<file path="src/rtl/uart_pkg.sv">
// Shared UART definitions: FSM state encoding and frame geometry.
// Used by both the transmitter and the matching receiver.
package uart_pkg;

  // 2-bit FSM state encoding
  localparam logic [1:0] ST_IDLE  = 2'd0;
  localparam logic [1:0] ST_START = 2'd1;
  localparam logic [1:0] ST_DATA  = 2'd2;
  localparam logic [1:0] ST_STOP  = 2'd3;

  // 8N1 frame: start + 8 data + stop
  localparam int unsigned FRAME_BITS = 10;

  // Number of clock cycles one complete frame occupies on the line
  function automatic int unsigned frame_cycles(input int unsigned clks_per_bit);
    return FRAME_BITS * clks_per_bit;
  endfunction

endpackage

</file>
<file path="src/rtl/uart_baud_cnt.sv">
// Bit-period timer: counts 0..CLKS_PER_BIT-1 and wraps. The terminal-count
// pulse marks the last cycle of a bit. Restart holds the counter at 0 so the
// next bit period starts from a clean boundary.
module uart_baud_cnt
  import uart_pkg::*;
#(
  parameter int unsigned CLKS_PER_BIT = 5208
) (
  input  logic clk,
  input  logic reset,
  input  logic restart,
  output logic tc
);

  localparam logic [15:0] LAST_COUNT = 16'(CLKS_PER_BIT - 1);

  logic [15:0] count_q;
  logic [15:0] count_d;

  assign tc = (count_q == LAST_COUNT);

  // Next count: wrap at the bit boundary or when restarted
  always_comb begin
    count_d = count_q + 16'd1;
    if (restart || tc) begin
      count_d = '0;
    end
  end

  // Counter register
  always_ff @(posedge clk) begin
    if (reset) begin
      count_q <= '0;
    end else begin
      count_q <= count_d;
    end
  end

endmodule

</file>
<file path="src/rtl/uart_tx.sv">
// 8N1 UART transmitter with a one-entry holding register so the next byte
// can be accepted while the current one is shifting out.
//
// Handshake: a byte is taken on a rising edge where tx_valid and tx_ready are
// both high. tx_ready is simply "holding register empty"; tx_valid while
// tx_ready is low is ignored and tx_data is only looked at on acceptance.
module uart_tx
  import uart_pkg::*;
#(
  parameter int unsigned CLKS_PER_BIT = 5208,
  parameter int unsigned DATA_BITS    = 8
) (
  input  logic                 clk,
  input  logic                 reset,
  input  logic [DATA_BITS-1:0] tx_data,
  input  logic                 tx_valid,
  output logic                 tx_ready,
  output logic                 tx,
  output logic                 busy,
  output logic [1:0]           dbg_state
);

  localparam logic [2:0] LAST_IDX = 3'(DATA_BITS - 1);

  logic [1:0]           state_q, state_d;
  logic [DATA_BITS-1:0] hold_q, hold_d;
  logic                 hold_full_q, hold_full_d;
  logic [DATA_BITS-1:0] shift_q, shift_d;
  logic [2:0]           bit_idx_q, bit_idx_d;
  logic                 tx_q, tx_d;
  logic                 take;
  logic                 accept;
  logic                 bit_tc;
  logic                 baud_restart;

  // Counter is held at zero while idle so the start bit gets a full period
  assign baud_restart = (state_q == ST_IDLE);

  uart_baud_cnt #(
    .CLKS_PER_BIT(CLKS_PER_BIT)
  ) u_baud (
    .clk    (clk),
    .reset  (reset),
    .restart(baud_restart),
    .tc     (bit_tc)
  );

  assign tx_ready  = ~hold_full_q;
  assign accept    = tx_valid & tx_ready;
  assign tx        = tx_q;
  assign busy      = (state_q != ST_IDLE) | hold_full_q;
  assign dbg_state = state_q;

  // Frame sequencing; tx_d is the line level for the state being entered,
  // so tx stays a pure register output
  always_comb begin
    state_d   = state_q;
    shift_d   = shift_q;
    bit_idx_d = bit_idx_q;
    tx_d      = tx_q;
    take      = 1'b0;
    case (state_q)
      ST_IDLE: begin
        if (hold_full_q) begin
          state_d = ST_START;
          take    = 1'b1;
          tx_d    = 1'b0;
        end
      end
      ST_START: begin
        if (bit_tc) begin
          state_d   = ST_DATA;
          bit_idx_d = '0;
          tx_d      = shift_q[0];
        end
      end
      ST_DATA: begin
        if (bit_tc) begin
          if (bit_idx_q == LAST_IDX) begin
            state_d   = ST_STOP;
            bit_idx_d = '0;
            tx_d      = 1'b1;
          end else begin
            bit_idx_d = bit_idx_q + 3'd1;
            shift_d   = shift_q >> 1;
            tx_d      = shift_q[1];
          end
        end
      end
      ST_STOP: begin
        if (bit_tc) begin
          if (hold_full_q) begin
            // Chain straight into the next frame, no idle gap
            state_d = ST_START;
            take    = 1'b1;
            tx_d    = 1'b0;
          end else begin
            state_d = ST_IDLE;
            tx_d    = 1'b1;
          end
        end
      end
      default: begin
        state_d = ST_IDLE;
        tx_d    = 1'b1;
      end
    endcase
    if (take) begin
      shift_d = hold_q;
    end
  end

  // Holding register: fill on acceptance, empty on transfer to the shifter
  always_comb begin
    hold_d      = hold_q;
    hold_full_d = (hold_full_q & ~take) | accept;
    if (accept) begin
      hold_d = tx_data;
    end
  end

  // State and datapath registers
  always_ff @(posedge clk) begin
    if (reset) begin
      state_q     <= ST_IDLE;
      hold_q      <= '0;
      hold_full_q <= 1'b0;
      shift_q     <= '0;
      bit_idx_q   <= '0;
      tx_q        <= 1'b1;
    end else begin
      state_q     <= state_d;
      hold_q      <= hold_d;
      hold_full_q <= hold_full_d;
      shift_q     <= shift_d;
      bit_idx_q   <= bit_idx_d;
      tx_q        <= tx_d;
    end
  end

endmodule

</file>
<file path="config.mk">
export PLATFORM = sky130hd
export DESIGN_NAME = uart_tx
export DESIGN_NICKNAME = d
export VERILOG_FILES = /design/src/rtl/uart_pkg.sv /design/src/rtl/uart_baud_cnt.sv /design/src/rtl/uart_tx.sv
export SDC_FILE = /design/constraint.sdc
export NUM_CORES = 1
export LEC_CHECK = 0
export CORE_MARGIN = 3
export CORE_UTILIZATION = 56
export CTS_CLUSTER_DIAMETER = 80
export DETAILED_ROUTE_END_ITERATION = 7
export GPL_ROUTABILITY_DRIVEN = 0
export PLACE_DENSITY_LB_ADDON = 0.2
export SETUP_SLACK_MARGIN = 0.2
export SLEW_MARGIN = 30
export SYNTH_ARGS = -nofsm -noshare
export SYNTH_HDL_FRONTEND = slang
export SYNTH_SLANG_ARGS = --single-unit
</file>
<file path="constraint.sdc">
create_clock -name clk -period 2.41 [get_ports clk]
set_clock_uncertainty 0.15 [all_clocks]
set_input_delay 0.241 -clock clk [delete_from_list [all_inputs] [get_ports clk]]
set_output_delay 0.241 -clock clk [all_outputs]
set_load 0.02 [all_outputs]
</file>
==> run summary <==
Synth area leader: dfxtp_1
Tcrit/Tclk final: 0.860
H-tree depth: 2
Max Cap Viol: 0
Yosys top cell area share: 0.437
Post-synth ARST share: 0
Std-Cell Core Area: 2900 µm²
pwr dens: 862 nW/µm²
worst-path fanout max: 9
status: complete, no violations
Worst Min Path Start: u_baud.count_q[0]
Slew HR: 0.629
delay-heaviest family, CP: simple AND/OR/NAND/NOR gates
sequential fraction of the synthesis area: 0.437
endpoints failing hold: 0
Post-Syn Instances: 190
Clk pin slew, worst setup/hold paths: 0.11 ns
CP peak stage delay: 0.38 ns
CTS sink cnt: 39
GRT Util Overall: 0.174
DR vias/cell: 5.40
DR pass1 iterations: 4
WL met2: 1710 µm
CP startpoint kind: flip-flop
synthesized flop and latch total: 39
clock tree buffer depth: 2
YS warnings: 0
Final Setup Violations: 0
die height: 62.5 µm
RSZ-0062 raised after global routing: no
Die X: 62.5 µm
clock root cell: clkbuf_4
count of input and output buffers: 15
antenna-violating nets left: 0
CP arrival: 2.14 ns
worst slew pin tran: 0.552 ns
max frequency: 0.483 GHz
CTS tree: built
Buf+Inv Stages, Crit Path: 1
uppermost routed layer: met4
# rows: 19
number of global-route vias before repair: 1,358
WL/cell: 13.3 µm
M1 WL: 1520 µm
Max Slew Vio Count: 0
Max rail drop VDD: 588 µV
hold crit path type: reg2reg
fin util: 0.713
ant diodes: 0
DRT iter0 DRCs: 57
critical path's slowest cell: dfxtp_1
critical path class: reg2reg
worst path cell trace: ha_2 -> and4b_1 -> and4_4 -> and3b_1 -> buf_4 -> mux2i_1 -> a211oi_1
gr ovfl total: 0
nets: 228
Boundary Pins: 16
Skew-Pair Late Insertion Delay: 0.34 ns
Via Count: 1,360
most frequent cell after synthesis: nor2_1
Synth cell types: 35
detailed placer's ending HPWL: 2330 µm
top cells by count, synth: 43 x nor2_1, 39 x dfxtp_1, 16 x mux2i_1
ys flop type: dfxtp_1
share of cells above drive strength 1: 0.105
first-pass GRT wire length: 5640 µm
RR Startpoint: u_baud.count_q[1]
Worst R2R Setup Slack: 0.34 ns
initial antenna violation count: 0
crit path time final: 2.07 ns
Cell Area, Synth: 1790 µm²
number of synthesized flops with an enable pin: 0
largest net degree at the start of global routing: 24
initial core utilization: 0.616
syn_area_per_cell: 9.41 µm²
leakage: 0.742 nW
Required @ worst endpoint: 2.47 ns
largest cells by area after synthesis: dfxtp_1 44%, nor2_1 9.0%, mux2i_1 9.0%
syn nets: 209
element type at the critical path end: flip-flop
routed wire length on met3: 101 µm
setup TNS: 0 ns
CTS buffer count: 5
Total Die Area: 3910 µm²
drc violations: 0
Detailed Route WL: 3350 µm
Critical Path Source: u_baud.count_q[1]
Layout area overhead: 15.7%
==> state kept, by name, indices dropped and copies added, names as in the netlist <==
register,count
bit_idx_q,3
dbg_state,2
hold_full_q,1
hold_q,8
shift_q,8
tx,1
u_baud.count_q,16
==> final cells by class <==
cell class,instances,area [µm²]
Inverter,7,26.3
Multi-Input combinational cell,137,958
Tap cell,42,52.6
Timing Repair Buffer,19,179
Clock buffer,8,68.8
Fill cell,234,832
Sequential cell,39,783
==> metal layers <==
| metal | track usage | up-vias |
|---|---|---|
| met3 | 0.0647 | 5 |
| li1 | - | 699 |
| met5 | 0 | - |
| met2 | 0.294 | 21 |
| met1 | 0.208 | 635 |
| met4 | 0.0441 | 0 |
==> through the flow <==
step / worst slack (ns) / hold slack (ns) / instance area (µm²) / std cells / power (W)
floorplan: 0.377 / 0.170 / 1790 / 190 / 0.00120
global placement: 0.339 / 0.293 / 1960 / 242 / 0.00135
detailed placement: 0.227 / 0.308 / 1960 / 242 / 0.00138
CTS: 0.207 / 0.329 / 2030 / 250 / 0.00174
global route: 0.192 / 0.327 / 2070 / 252 / 0.00190
finish: 0.339 / 0.299 / 2070 / 252 / 0.00178
==> what timing repair did <==
action | in CTS | in global routing
gates resized for setup | 1 | 8
hold buffers | 0 | 0
endpoints found under the setup margin | 1 | 25
cloned | 0 | 1
buffers inserted | 0 | 1
==> cell families (layout without fill, tap and decap cells) <==
| kind of cell | after synthesis | after routing | share of synthesized area |
|---|---|---|---|
| buffers and inverters | 15 | 34 | 0.0420 |
| adder cells (fa/ha/maj) | 8 | 8 | 0.0560 |
| XOR/XNOR | 14 | 14 | 0.0686 |
| flip-flops | 39 | 39 | 0.437 |
| AO/OA/AOI/OAI | 23 | 24 | 0.100 |
| multiplexers | 16 | 16 | 0.0896 |
| AND/OR/NAND/NOR | 75 | 75 | 0.207 |
==> report_power, final <==
group | internal [W] | leakage [nW] | switching [W] | total [W]
Combinational | 0.000258 | 0.386 | 0.000341 | 0.000599
Clock | 0.000172 | 0.0386 | 0.000201 | 0.000373
Sequential | 0.000741 | 0.318 | 0.0000705 | 0.000812
Total | 0.00117 | 0.742 | 0.000613 | 0.00178
==> final timing paths <==
path / end / depth (start not counted)
hold reg to reg: u_baud.count_q[0] / 1
hold / removal: u_baud.count_q[0] / 1
setup / recovery: shift_q[4] / 7
setup reg to reg: shift_q[4] / 7
==> layout by cell type, fill, tap and decap left out, types with 3 or more instances in the layout <==
cell | Yosys | layout
a211oi_1 | 9 | 9
buf_4 | 0 | 4
clkbuf_4 | 0 | 5
clkdlybuf4s50_1 | 0 | 14
dfxtp_1 | 39 | 37
ha_1 | 8 | 7
inv_1 | 7 | 7
mux2i_1 | 16 | 16
nand2_1 | 3 | 3
nand3_1 | 5 | 5
nand4_1 | 4 | 4
nor2_1 | 43 | 43
nor3_1 | 4 | 4
o21ai_0 | 4 | 4
xnor2_1 | 7 | 7
xor2_1 | 7 | 7
Power figures use the tool's default switching activity.
==> patch: new RTL, same settings <==
Take the reset off `hold_q` and `shift_q` and load them in a clocked block of their own.
--- a/src/rtl/uart_tx.sv
+++ b/src/rtl/uart_tx.sv
@@ -124,14 +124,10 @@
     if (reset) begin
       state_q     <= ST_IDLE;
-      hold_q      <= '0;
       hold_full_q <= 1'b0;
-      shift_q     <= '0;
       bit_idx_q   <= '0;
       tx_q        <= 1'b1;
     end else begin
       state_q     <= state_d;
-      hold_q      <= hold_d;
       hold_full_q <= hold_full_d;
-      shift_q     <= shift_d;
       bit_idx_q   <= bit_idx_d;
       tx_q        <= tx_d;
@@ -139,4 +135,9 @@
   end
 
+  always_ff @(posedge clk) begin
+    hold_q  <= hold_d;
+    shift_q <= shift_d;
+  end
+
 endmodule
 
Function: same outputs for any inputs over 10 cycles, from zero or initial values and one cycle with reset high; that may be too few to reach the edited logic, so the function may still have changed.
==> patch against the unedited design <==
Setup slack better by 0.054 ns. Critical path depth decreased by 1. Non-clock buffer count is 2 higher. Die area is 9.7% higher. Count of clock-buffer cells in the layout down 3. Synthesized area is 11% higher. Global-route usage rose by 3.5 points. First-iteration DRC count up 110%. Routed wire length rose by 15%. Synthesized cell count up 11%. Cell area increased by 11%. Power rose by 19%. Sequential cell count unchanged.
==> patch: results <==
group,metric,value,unit
power_and_ir_drop,max-vdd-ir-drop,0.452,mV
synth,synth_edf_count,16,
global_routing,antenna_found_initial,0,
synth,synth_top_flop_cell,"dfxtp_1",
clock_tree,h-tree-depth,2,
route,wl_met3,250,µm
route,routed_via_density,5.88,
clock_tree,postCtsSetupBuffers,0,
placed_design,port_buffers,15,
global_routing,grt_pass1_wl,6890,µm
sta,worst-slew-pin-transition,0.408,ns
synth,synth_area_leaders,"edfxtp_1 24%, dfxtp_1 23%, nor2_1 5.1%, ha_1 5.1%, nand3_1 4.5%",
power_and_ir_drop,power_frac_comb,32.8,%
clock_tree,cts_max_path_buffers,2,
global_routing,met2_usage,33.9,%
power_and_ir_drop,p_clk_share,25.7,%
clock_tree,clockRootBuffer,"clkbuf_4",
power_and_ir_drop,internal_power,1430,µW
synth,synth_nets,229,
route,highest_layer,"met4",
finish,diodes,0,
global_routing,grt_pass1_vias,1593,
global_routing,grt_use_met1,26.5,%
synth,synth_common_cells,"27 x nor2_1, 23 x dfxtp_1, 18 x nand3_1",
clock_tree,clk_latency,0.36,ns
clock_tree,cts_buffers,5,
critical_path,cp-startpoint,"u_baud.count_q[0]$_SDFF_PP0_",
route,drtAntennaViolNets,0,
finish,drive_gt1_share,10.6,%
synth,synth_cell_type_count,35,
critical_path,cp_data_arrival_time,1.99,ns
hold_path,hold_path_startpoint,"tx_data[0]",
global_routing,grt_util_met3,6.15,%
placed_design,dpl.hpwl,2820,µm
synth,ys_seq_area_share,47.5,%
power_and_ir_drop,p_leak,0.000799,µW
outcome,status,"finished clean",
synth,async_reset_ff_share,0,%
global_routing,grt_util_all_layers,21.0,%
finish,largestRegisters,"u_baud.count_q x16, hold_q x8, shift_q x8",
route,wl_met1,1670,µm
route,drt-initial-drc-count,120,
route,dr.pass1.iters,5,
synth,ys_warn_count,0,
route,wl_met2,1840,µm
global_routing,grt_max_degree,25,
finish,nNetsFinal,245,
hold_path,hp-class,"primary input to flop",
route,wl_per_cell,14.2,µm
critical_path,critPathMaxFanout,15,
clock_tree,clk_pin_slew,0.11,ns
patch: changes by cell type after synthesis, moves of 8 or more:
cell	unedited run	this run
mux2i_1	16	1
dfxtp_1	39	23
nor2_1	43	27
nand3_1	5	18
edfxtp_1	0	16
inv_1	7	15
patch: kinds of logic after synthesis:
family,share of synthesized area (%)
and+or+nand+nor,23.1
DFF,47.5
AOI/OAI and AO/OA,11.6
buffers and inverters,6.44
xor gates and xnor gates,5.75
adders and majority gates,5.05
muxes,0.505
patch: worst paths after layout:
kind / slack (ns) / cells after the start / endpoint
max: 0.39 / 6 / shift_q[7]$_SDFFCE_PN0P_
min: 0.28 / 1 / hold_q[0]$_DFFE_PP_
max reg2reg: 0.39 / 6 / shift_q[7]$_SDFFCE_PN0P_
min reg2reg: 0.33 / 1 / u_baud.count_q[0]$_SDFF_PP0_
patch: worst max-delay path, cell delays in order (launching register included):
cell	delay, ns
dfxtp_1	0.36
ha_2	0.23
and3_4	0.20
and4_1	0.24
buf_4	0.21
a21o_1	0.22
and3_1	0.19
patch: layout make-up:
type	instances	area [µm²]
Clock buffer	5	37.5
Clock inverter	3	67.6
Fill cell	271	906
Inverter	15	56.3
Multi-Input combinational cell	144	943
Sequential cell	39	943
Tap cell	44	55.1
Timing Repair Buffer	21	194
patch: per-stage QoR:
stage          utilization [%]  setup WS (ns)  instance area (µm²)  power, µW  cells
6_report                  71.7          0.392                 2300       2120    271
5_1_grt                   71.7          0.231                 2300       2270    271
4_1_cts                   70.9          0.313                 2270       2120    271
3_5_place_dp              67.6          0.352                 2170       1580    263
3_3_place_gp              67.6          0.390                 2170       1550    263
2_1_floorplan                -          0.255                 1990       1390    210
patch: timing repair:
item,CTS,global route
endpoints found under the setup margin,1,33
hold buffers,0,0
resized for setup,1,5
